<file path="src/rtl/maze_solver.sv">
// Iterative depth-first maze solver for the fixed 5x4 grid, one move per clock.
// Reports reachability, path length and the mask of the cells on the found path.
module maze_solver #(
    parameter int COLS  = 5,
    parameter int ROWS  = 4,
    parameter int CELLS = 20
) (
    input  logic        clk,
    input  logic        rst_n,
    input  logic        start,
    input  logic [30:0] walls,
    input  logic [4:0]  target,
    output logic        busy,
    output logic        done,
    output logic        found,
    output logic [4:0]  path_len,
    output logic [19:0] path_mask
);
    localparam logic [4:0] NCOLS    = 5'(COLS);
    localparam logic [4:0] LAST_COL = 5'(COLS - 1);
    localparam logic [4:0] LAST_ROW = 5'(ROWS - 1);
    localparam logic [4:0] NCELLS   = 5'(CELLS);

    typedef enum logic {IDLE, SEARCH} state_t;

    state_t           state;
    logic [30:0]      walls_q;
    logic [4:0]       target_q;
    logic [4:0]       current;
    logic [4:0]       depth;
    logic [CELLS-1:0] visited;
    logic [CELLS-1:0] onpath;
    logic [4:0]       stack [CELLS];

    logic [4:0] row, col, e_idx, s_idx, nxt;
    logic       e_ok, s_ok, w_ok, n_ok, adv, push;

    assign row   = current / NCOLS;
    assign col   = current - row * NCOLS;
    assign e_idx = (row << 2) + col;
    assign s_idx = 5'd16 + row * NCOLS + col;

    // Out-of-range indices only occur when the geometry guard is already false.
    assign e_ok = (col < LAST_COL) && !walls_q[e_idx]         && !visited[current + 5'd1];
    assign s_ok = (row < LAST_ROW) && !walls_q[s_idx]         && !visited[current + NCOLS];
    assign w_ok = (col != 5'd0)    && !walls_q[e_idx - 5'd1]  && !visited[current - 5'd1];
    assign n_ok = (row != 5'd0)    && !walls_q[s_idx - NCOLS] && !visited[current - NCOLS];
    assign adv  = e_ok || s_ok || w_ok || n_ok;

    always_comb begin
        nxt = current;
        if (e_ok)      nxt = current + 5'd1;
        else if (s_ok) nxt = current + NCOLS;
        else if (w_ok) nxt = current - 5'd1;
        else if (n_ok) nxt = current - NCOLS;
    end

    assign push = (state == SEARCH) && (target_q < NCELLS) && (current != target_q) && adv;

    // Stack contents are only read below depth, so they need no reset.
    always_ff @(posedge clk) begin
        if (push) stack[depth] <= current;
    end

    always_ff @(posedge clk or negedge rst_n) begin
        if (!rst_n) begin
            state     <= IDLE;
            walls_q   <= '0;
            target_q  <= '0;
            current   <= '0;
            depth     <= '0;
            visited   <= '0;
            onpath    <= '0;
            busy      <= 1'b0;
            done      <= 1'b0;
            found     <= 1'b0;
            path_len  <= '0;
            path_mask <= '0;
        end else begin
            done <= 1'b0;
            case (state)
                IDLE: begin
                    if (start) begin
                        walls_q  <= walls;
                        target_q <= target;
                        current  <= '0;
                        visited  <= CELLS'(1);
                        onpath   <= CELLS'(1);
                        depth    <= '0;
                        busy     <= 1'b1;
                        state    <= SEARCH;
                    end
                end
                SEARCH: begin
                    if (target_q >= NCELLS) begin
                        done      <= 1'b1;
                        found     <= 1'b0;
                        path_len  <= '0;
                        path_mask <= '0;
                        busy      <= 1'b0;
                        state     <= IDLE;
                    end else if (current == target_q) begin
                        done      <= 1'b1;
                        found     <= 1'b1;
                        path_len  <= depth;
                        path_mask <= onpath;
                        busy      <= 1'b0;
                        state     <= IDLE;
                    end else if (adv) begin
                        depth        <= depth + 5'd1;
                        current      <= nxt;
                        visited[nxt] <= 1'b1;
                        onpath[nxt]  <= 1'b1;
                    end else if (depth != 5'd0) begin
                        onpath[current] <= 1'b0;
                        current         <= stack[depth - 5'd1];
                        depth           <= depth - 5'd1;
                    end else begin
                        done      <= 1'b1;
                        found     <= 1'b0;
                        path_len  <= '0;
                        path_mask <= '0;
                        busy      <= 1'b0;
                        state     <= IDLE;
                    end
                end
                default: state <= IDLE;
            endcase
        end
    end
endmodule

</file>
<file path="config.mk">
export PLATFORM = sky130hd
export DESIGN_NAME = maze_solver
export DESIGN_NICKNAME = d
export VERILOG_FILES = /design/src/rtl/maze_solver.sv
export SDC_FILE = /design/constraint.sdc
export NUM_CORES = 1
export LEC_CHECK = 0
export CORE_AREA = 2 2 183 185
export CTS_BUF_LIST = sky130_fd_sc_hd__clkbuf_2 sky130_fd_sc_hd__clkbuf_4 sky130_fd_sc_hd__clkbuf_8
export CTS_CLUSTER_DIAMETER = 50
export DETAILED_ROUTE_END_ITERATION = 16
export DIE_AREA = 0 0 185 187
export PLACE_DENSITY = 0.55
export SLEW_MARGIN = 20
export SYNTH_ARGS = -nofsm -noshare
export SYNTH_HDL_FRONTEND = slang
export SYNTH_SLANG_ARGS = --single-unit
</file>
<file path="constraint.sdc">
create_clock -name clk -period 29.7 [get_ports clk]
set_clock_uncertainty 0.2 [all_clocks]
set_input_delay 7.425 -clock clk [delete_from_list [all_inputs] [get_ports clk]]
set_output_delay 7.425 -clock clk [all_outputs]
set_load 0.01 [all_outputs]
</file>
==> results_dict.tcl, run 1 <==
set metrics [dict create \
    cp_slowest_cell "fa_1" \
    post_cts_resized 0 \
    cap_violations 0 \
    vias 8430 \
    finalCriticalPeriod_ps 11550 \
    grt_pass1_vias 8348 \
    clk_pin_slew_ps 60 \
    coreArea_um2 32900 \
    required_ps 29690 \
    finalSetupViolations 0 \
    synth_edf_count 100 \
    crit_path_frequent_cell "ha_1" \
    ant_nets 0 \
    cts_tree "yes" \
    status "finished clean" \
    cp_max_fo 58 \
    syn2layout_area_growth_pct 15.6 \
    drv_slew 0 \
    hold_buffers 0 \
    use_met3 0.0360 \
    via_per_inst 5.45 \
    grt_setup_unrepaired "no" \
    setup_tns_ps 0 \
    hp-start "busy" \
    whs_ps 273 \
    place_inst 1479 \
    cts_buffers 38 \
    place_congestion 0.863 \
    startpoint "current[0]" \
    dieArea_um2 34600 \
    final_net_count 1144 \
    ys_seq_area_frac 0.494 \
    syn_inst 1006 \
    grt_max_degree 77 \
    cts_buffer_depth 3 \
    io_buffers 66 \
    ys_types 76 \
    max_freq_mhz 86.6 \
    cp-start-kind "flop" \
    arrival_ps 11540 \
    worst_pin_slew_ps 1040 \
    synth_flop_cell "dfrtp_1" \
    max-slew-margin-rel 0.297 \
    critPathCaptureType "flop" \
    htreeDepth 2 \
    dp_hpwl_um 21000 \
    clk_latency_ps 550 \
    met1_usage 0.264 \
    gr-total-overflow 0 \
    syn-num-nets 1079 \
    fin_cells 1547 \
    synthesis.area_um2 11900 \
    yosysWarnings 0 \
    min_period_over_period 0.389 \
    grt_first_pass_wirelength_um 48800 \
    first_pass_iters 4 \
    grt-busiest-layer "met2" \
    grt_usage 0.182 \
    critPathKind "reg -> reg" \
    crit-reg2reg-launch "current[0]" \
    hold_viol_final 0 \
    wl_per_cell_um 20.1 \
    cts_root_buf "clkbuf_8" \
    syn_avg_cell_area_um2 11.8 \
    clock_sinks 215 \
    die_w_um 185 \
    postCtsSetupBuffers 0 \
    drc 0 \
    drive_above_1_share 0.170 \
    wirelength_um 31100 \
    std_cell_rows 67 \
    die_h_um 187 \
    met2_usage 0.274 \
    hp-class "reg -> reg" \
    io_pins 67 \
    cpPeakStageDelay_ps 970 \
    drt_iter0_drc 628 \
    antenna_cells 0 \
    antenna_found_initial 0 \
    synth_seq_cells 215 \
    start_util 0.362 \
    async_flop_share 0.535 \
]
## cells in the mapped netlist, drive strengths merged (3+ instances only)
| cell type | number | area (µm²) |
|---|---|---|
| and2 | 9 | 56.3 |
| a21o | 10 | 75.1 |
| or3b | 3 | 26.3 |
| o22ai | 4 | 25.0 |
| a32o | 5 | 50.1 |
| nor3 | 15 | 80.1 |
| nor2b | 5 | 31.3 |
| inv | 20 | 75.1 |
| nand2b | 5 | 31.3 |
| o211ai | 9 | 67.6 |
| ha | 31 | 388 |
| fa | 3 | 60.1 |
| nand2 | 222 | 833 |
| o31ai | 3 | 27.5 |
| dfrtp | 115 | 2880 |
| nand3 | 14 | 70.1 |
| mux2i | 27 | 270 |
| a31oi | 5 | 31.3 |
| a211oi | 5 | 42.5 |
| clkbuf | 25 | 93.8 |
| edfxtp | 100 | 3000 |
| a211o | 6 | 52.6 |
| nor2 | 50 | 188 |
| xnor2 | 24 | 210 |
| or3 | 5 | 31.3 |
| mux4 | 74 | 1690 |
| mux2 | 6 | 71.3 |
| xor2 | 9 | 86.3 |
| a221o | 3 | 30.0 |
| buf | 30 | 161 |
| a22o | 34 | 298 |
| clkinv | 3 | 11.3 |
| o21ai | 34 | 170 |
| a21oi | 36 | 184 |
| a31o | 12 | 105 |
| nand4b | 3 | 26.3 |
| nor4 | 7 | 58.8 |
| nand3b | 4 | 30.0 |
## layout make-up
type	instances	area [µm²]
clock inverter	10	65.1
fill	3156	19100
tap	448	561
clock buffer	58	704
multi-input combinational	713	5710
inverter	23	86.3
sequential	215	5880
timing repair buffer	80	763
## flip-flops by register name (all words and copies together) (netlist names)
| register | cells |
|---|---|
| path_len | 5 |
| onpath | 20 |
| busy | 1 |
| state | 1 |
| current | 5 |
| walls_q | 31 |
| found | 1 |
| target_q | 5 |
| stack | 100 |
| done | 1 |
| path_mask | 20 |
| depth | 5 |
| visited | 20 |
## cells in the final DEF (no fill, tap or decap), types with 10 or more instances in the layout
cell	Yosys	routed
clkbuf_4	0	15
inv_1	18	18
a21oi_1	35	35
o21ai_0	29	29
xnor2_1	24	24
mux2i_1	27	27
clkdlybuf4s50_1	0	65
mux4_2	69	69
clkbuf_8	0	43
nand2_1	222	221
nor3_1	14	12
dfrtp_1	115	113
a22o_1	34	34
nor2_1	50	48
a21o_1	10	10
buf_4	0	15
ha_1	31	30
nand3_1	14	14
edfxtp_1	100	100
## stage by stage
step | utilization | setup WS, ps | cell area [µm²]
finish | 0.419 | 18150 | 13800
global route | 0.419 | 17100 | 13800
CTS | 0.419 | 18100 | 13800
detailed placement | 0.396 | 18150 | 13000
global placement | 0.395 | 18470 | 13000
floorplan | - | 20090 | 11900
## layer usage
layer | share of wire | vias up
li1 | - | 3896
met1 | 0.46 | 4210
met2 | 0.45 | 269
met3 | 0.060 | 55
met4 | 0.026 | 0
met5 | 0 | -
## logic make-up (layout without fill, tap and decap cells)
group	after synthesis	after routing	synth area share
compound gates	182	182	0.110
simple gates	355	355	0.131
flops	215	215	0.494
buf+inv	78	171	0.0287
xor+xnor	35	35	0.0287
fa+ha+maj	34	34	0.0376
mux	107	107	0.170
## final timing paths
path,to,depth (start not counted),slack (ps)
max in group asynchronous,depth[0],2,21280
worst min register to register,busy,2,270
worst max-delay path,stack[14][0],31,18150
worst max register to register,stack[14][0],31,18150
min in group asynchronous,visited[14],1,6700
worst min-delay path,busy,2,270
## critical path: cells and delay by family, from the launching register on
kind / cells / cell delay [ps]
AO/OA/AOI/OAI: 6 / 1890
XOR/XNOR: 1 / 340
adder cells (fa/ha/maj): 7 / 3400
buffers and inverters: 6 / 1480
flip-flops: 1 / 380
multiplexers: 4 / 1090
AND/OR/NAND/NOR: 7 / 2360
Power of run 1 is left out: the tool's default activity adds up to more than one toggle a clock period on the data nets, which glitch-free logic cannot reach.
==> run 2: changes to the inputs <==
==> constraint.sdc (replaced) <==
create_clock -name clk -period 10.8 [get_ports clk]
set_clock_uncertainty 0.2 [all_clocks]
set_input_delay 2.7 -clock clk [delete_from_list [all_inputs] [get_ports clk]]
set_output_delay 2.7 -clock clk [all_outputs]
set_load 0.01 [all_outputs]
==> results_dict.tcl, run 2 (same netlist as run 1, synthesis figures left out) <==
set metrics [dict create \
    status "finished clean" \
    hold_depth 2 \
    antenna_cells 0 \
    dp_hpwl_um 21400 \
    crit-reg2reg-launch "current[1]" \
    htreeDepth 2 \
    via_per_inst 5.43 \
    start_util 0.362 \
    wl_per_cell_um 20.3 \
    drv_slew 0 \
    syn2layout_area_growth_pct 16.5 \
    cts_buffer_depth 3 \
    gr-total-overflow 0 \
    setup_tns_ps 0 \
    largest_reg_flops 100 \
    finalCriticalPeriod_ps 9890 \
    postCtsSetupBuffers 0 \
    cp-start-kind "flop" \
    clk_pin_slew_ps 60 \
    reg2regPathDepth 32 \
    max_freq_mhz 101 \
    required_ps 10800 \
    holdPathEnd "busy" \
    final_net_count 1152 \
    drc 0 \
    drive_above_1_share 0.175 \
    clock_sinks 215 \
    wirelength_um 31500 \
    die_h_um 187 \
    hp-start "busy" \
    io_pins 67 \
    min_period_over_period 0.916 \
    post_cts_resized 0 \
    n_fill_cell 3149 \
    grt_pass1_vias 8468 \
    cts_tree "yes" \
    clk_latency_ps 570 \
    crit_path_frequent_cell "ha_1" \
    registers.top_by_ff_count "stack" \
    worst_pin_slew_ps 1000 \
    cts_buffers 39 \
    layout_common_cells "nand2_1 (221), dfrtp_1 (113), edfxtp_1 (100), mux4_2 (69), clkdlybuf4s50_1 (65)" \
    reg_top3 "stack: 100 flops, walls_q: 31 flops" \
    max-slew-margin-rel 0.330 \
    r2r-end "stack[1][3]" \
    cap_violations 0 \
    hold_viol_final 0 \
    arrival_ps 9890 \
    drt_iter0_drc 652 \
    hp-class "reg -> reg" \
    ant_nets 0 \
    finalSetupViolations 0 \
    grt_max_degree 77 \
    rrSetupSlack_ps 910 \
    cp_slowest_cell "fa_1" \
    coreArea_um2 32900 \
    die_w_um 185 \
    cts_root_buf "clkbuf_8" \
    critPathKind "reg -> reg" \
    hold_buffers 0 \
    place_congestion 0.868 \
    cp_max_fo 13 \
    io_buffers 66 \
    grt_setup_unrepaired "no" \
    grt_usage 0.186 \
    cpPeakStageDelay_ps 960 \
    antenna_found_initial 0 \
    vias 8446 \
    grt_first_pass_wirelength_um 50100 \
    dieArea_um2 34600 \
    layout_commonest_cell "nand2_1" \
    critPathCaptureType "flop" \
    startpoint "current[1]" \
    std_cell_rows 67 \
    first_pass_iters 5 \
]
run 2: changes by cell type in the layout (fill, tap and decap cells not counted), moves of 2 or more:
cell | before | now
buf_4 | 15 | 21
clkbuf_4 | 15 | 10
clkinv_4 | 0 | 2
clkinvlp_4 | 0 | 3
inv_6 | 2 | 0
inv_8 | 0 | 2
run 2: metrics by stage:
stage | cell area [µm²] | utilization | worst slack (ps) | cells | hold slack [ps]
after CTS | 13800 | 0.421 | 644 | 1554 | 282
after global placement | 13000 | 0.397 | 968 | 1485 | 262
final | 13900 | 0.422 | 909 | 1555 | 278
after floorplan | 11900 | - | 1190 | 1006 | 257
after detailed placement | 13100 | 0.397 | 695 | 1485 | 268
after global routing | 13900 | 0.422 | 198 | 1555 | 299
run 2: final cells by class:
cell class / count / area [µm²] / share of cell area
Sequential cell: 215 / 5880 / 0.424
Multi-Input combinational cell: 713 / 5720 / 0.412
Timing Repair Buffer: 87 / 836 / 0.0602
Clock buffer: 53 / 667 / 0.0481
Tap cell: 448 / 561 / 0.0404
Clock inverter: 16 / 128 / 0.00920
Inverter: 23 / 86.3 / 0.00622
run 2: metal layers:
layer / part of all wire / up-vias / GRT usage
met2: 0.46 / 294 / 0.285
met5: 0 / - / 0
met1: 0.46 / 4193 / 0.269
met3: 0.054 / 55 / 0.0304
met4: 0.025 / 0 / 0.0604
li1: - / 3904 / -
run 2: critical path, delay by kind of cell, from the launching register on:
kind | cells | cell delay, ps
fa+ha+maj | 7 | 2750
simple gates | 7 | 2270
compound gates | 6 | 1310
buf+inv | 7 | 1210
mux | 4 | 1100
flops | 1 | 370
xor+xnor | 1 | 340
run 2: how the worst max path moves through the flow:
stage / end / slack, ps / cells after the start
3_3_place_gp: stack[14][0] / 970 / 32
3_5_place_dp: stack[14][0] / 700 / 32
5_1_grt: stack[12][3] / 200 / 32
6_report: stack[1][3] / 910 / 32
2_1_floorplan: stack[0][0] / 1190 / 32
4_1_cts: stack[5][2] / 640 / 32
Power of run 2 is left out for the same reason.
==> run 3: changes to the inputs <==
--- a/config.mk
+++ b/config.mk
@@ -5,6 +5,7 @@
 export SDC_FILE = /design/constraint.sdc
 export NUM_CORES = 1
 export LEC_CHECK = 0
+export CAP_MARGIN = 20
 export CORE_AREA = 2 2 183 185
 export CTS_BUF_LIST = sky130_fd_sc_hd__clkbuf_2 sky130_fd_sc_hd__clkbuf_4 sky130_fd_sc_hd__clkbuf_8
 export CTS_CLUSTER_DIAMETER = 50
==> results of run 3 <==
No change in the layout: final DEF, timing and power equal those of run 2.
Power of run 3 is left out for the same reason.
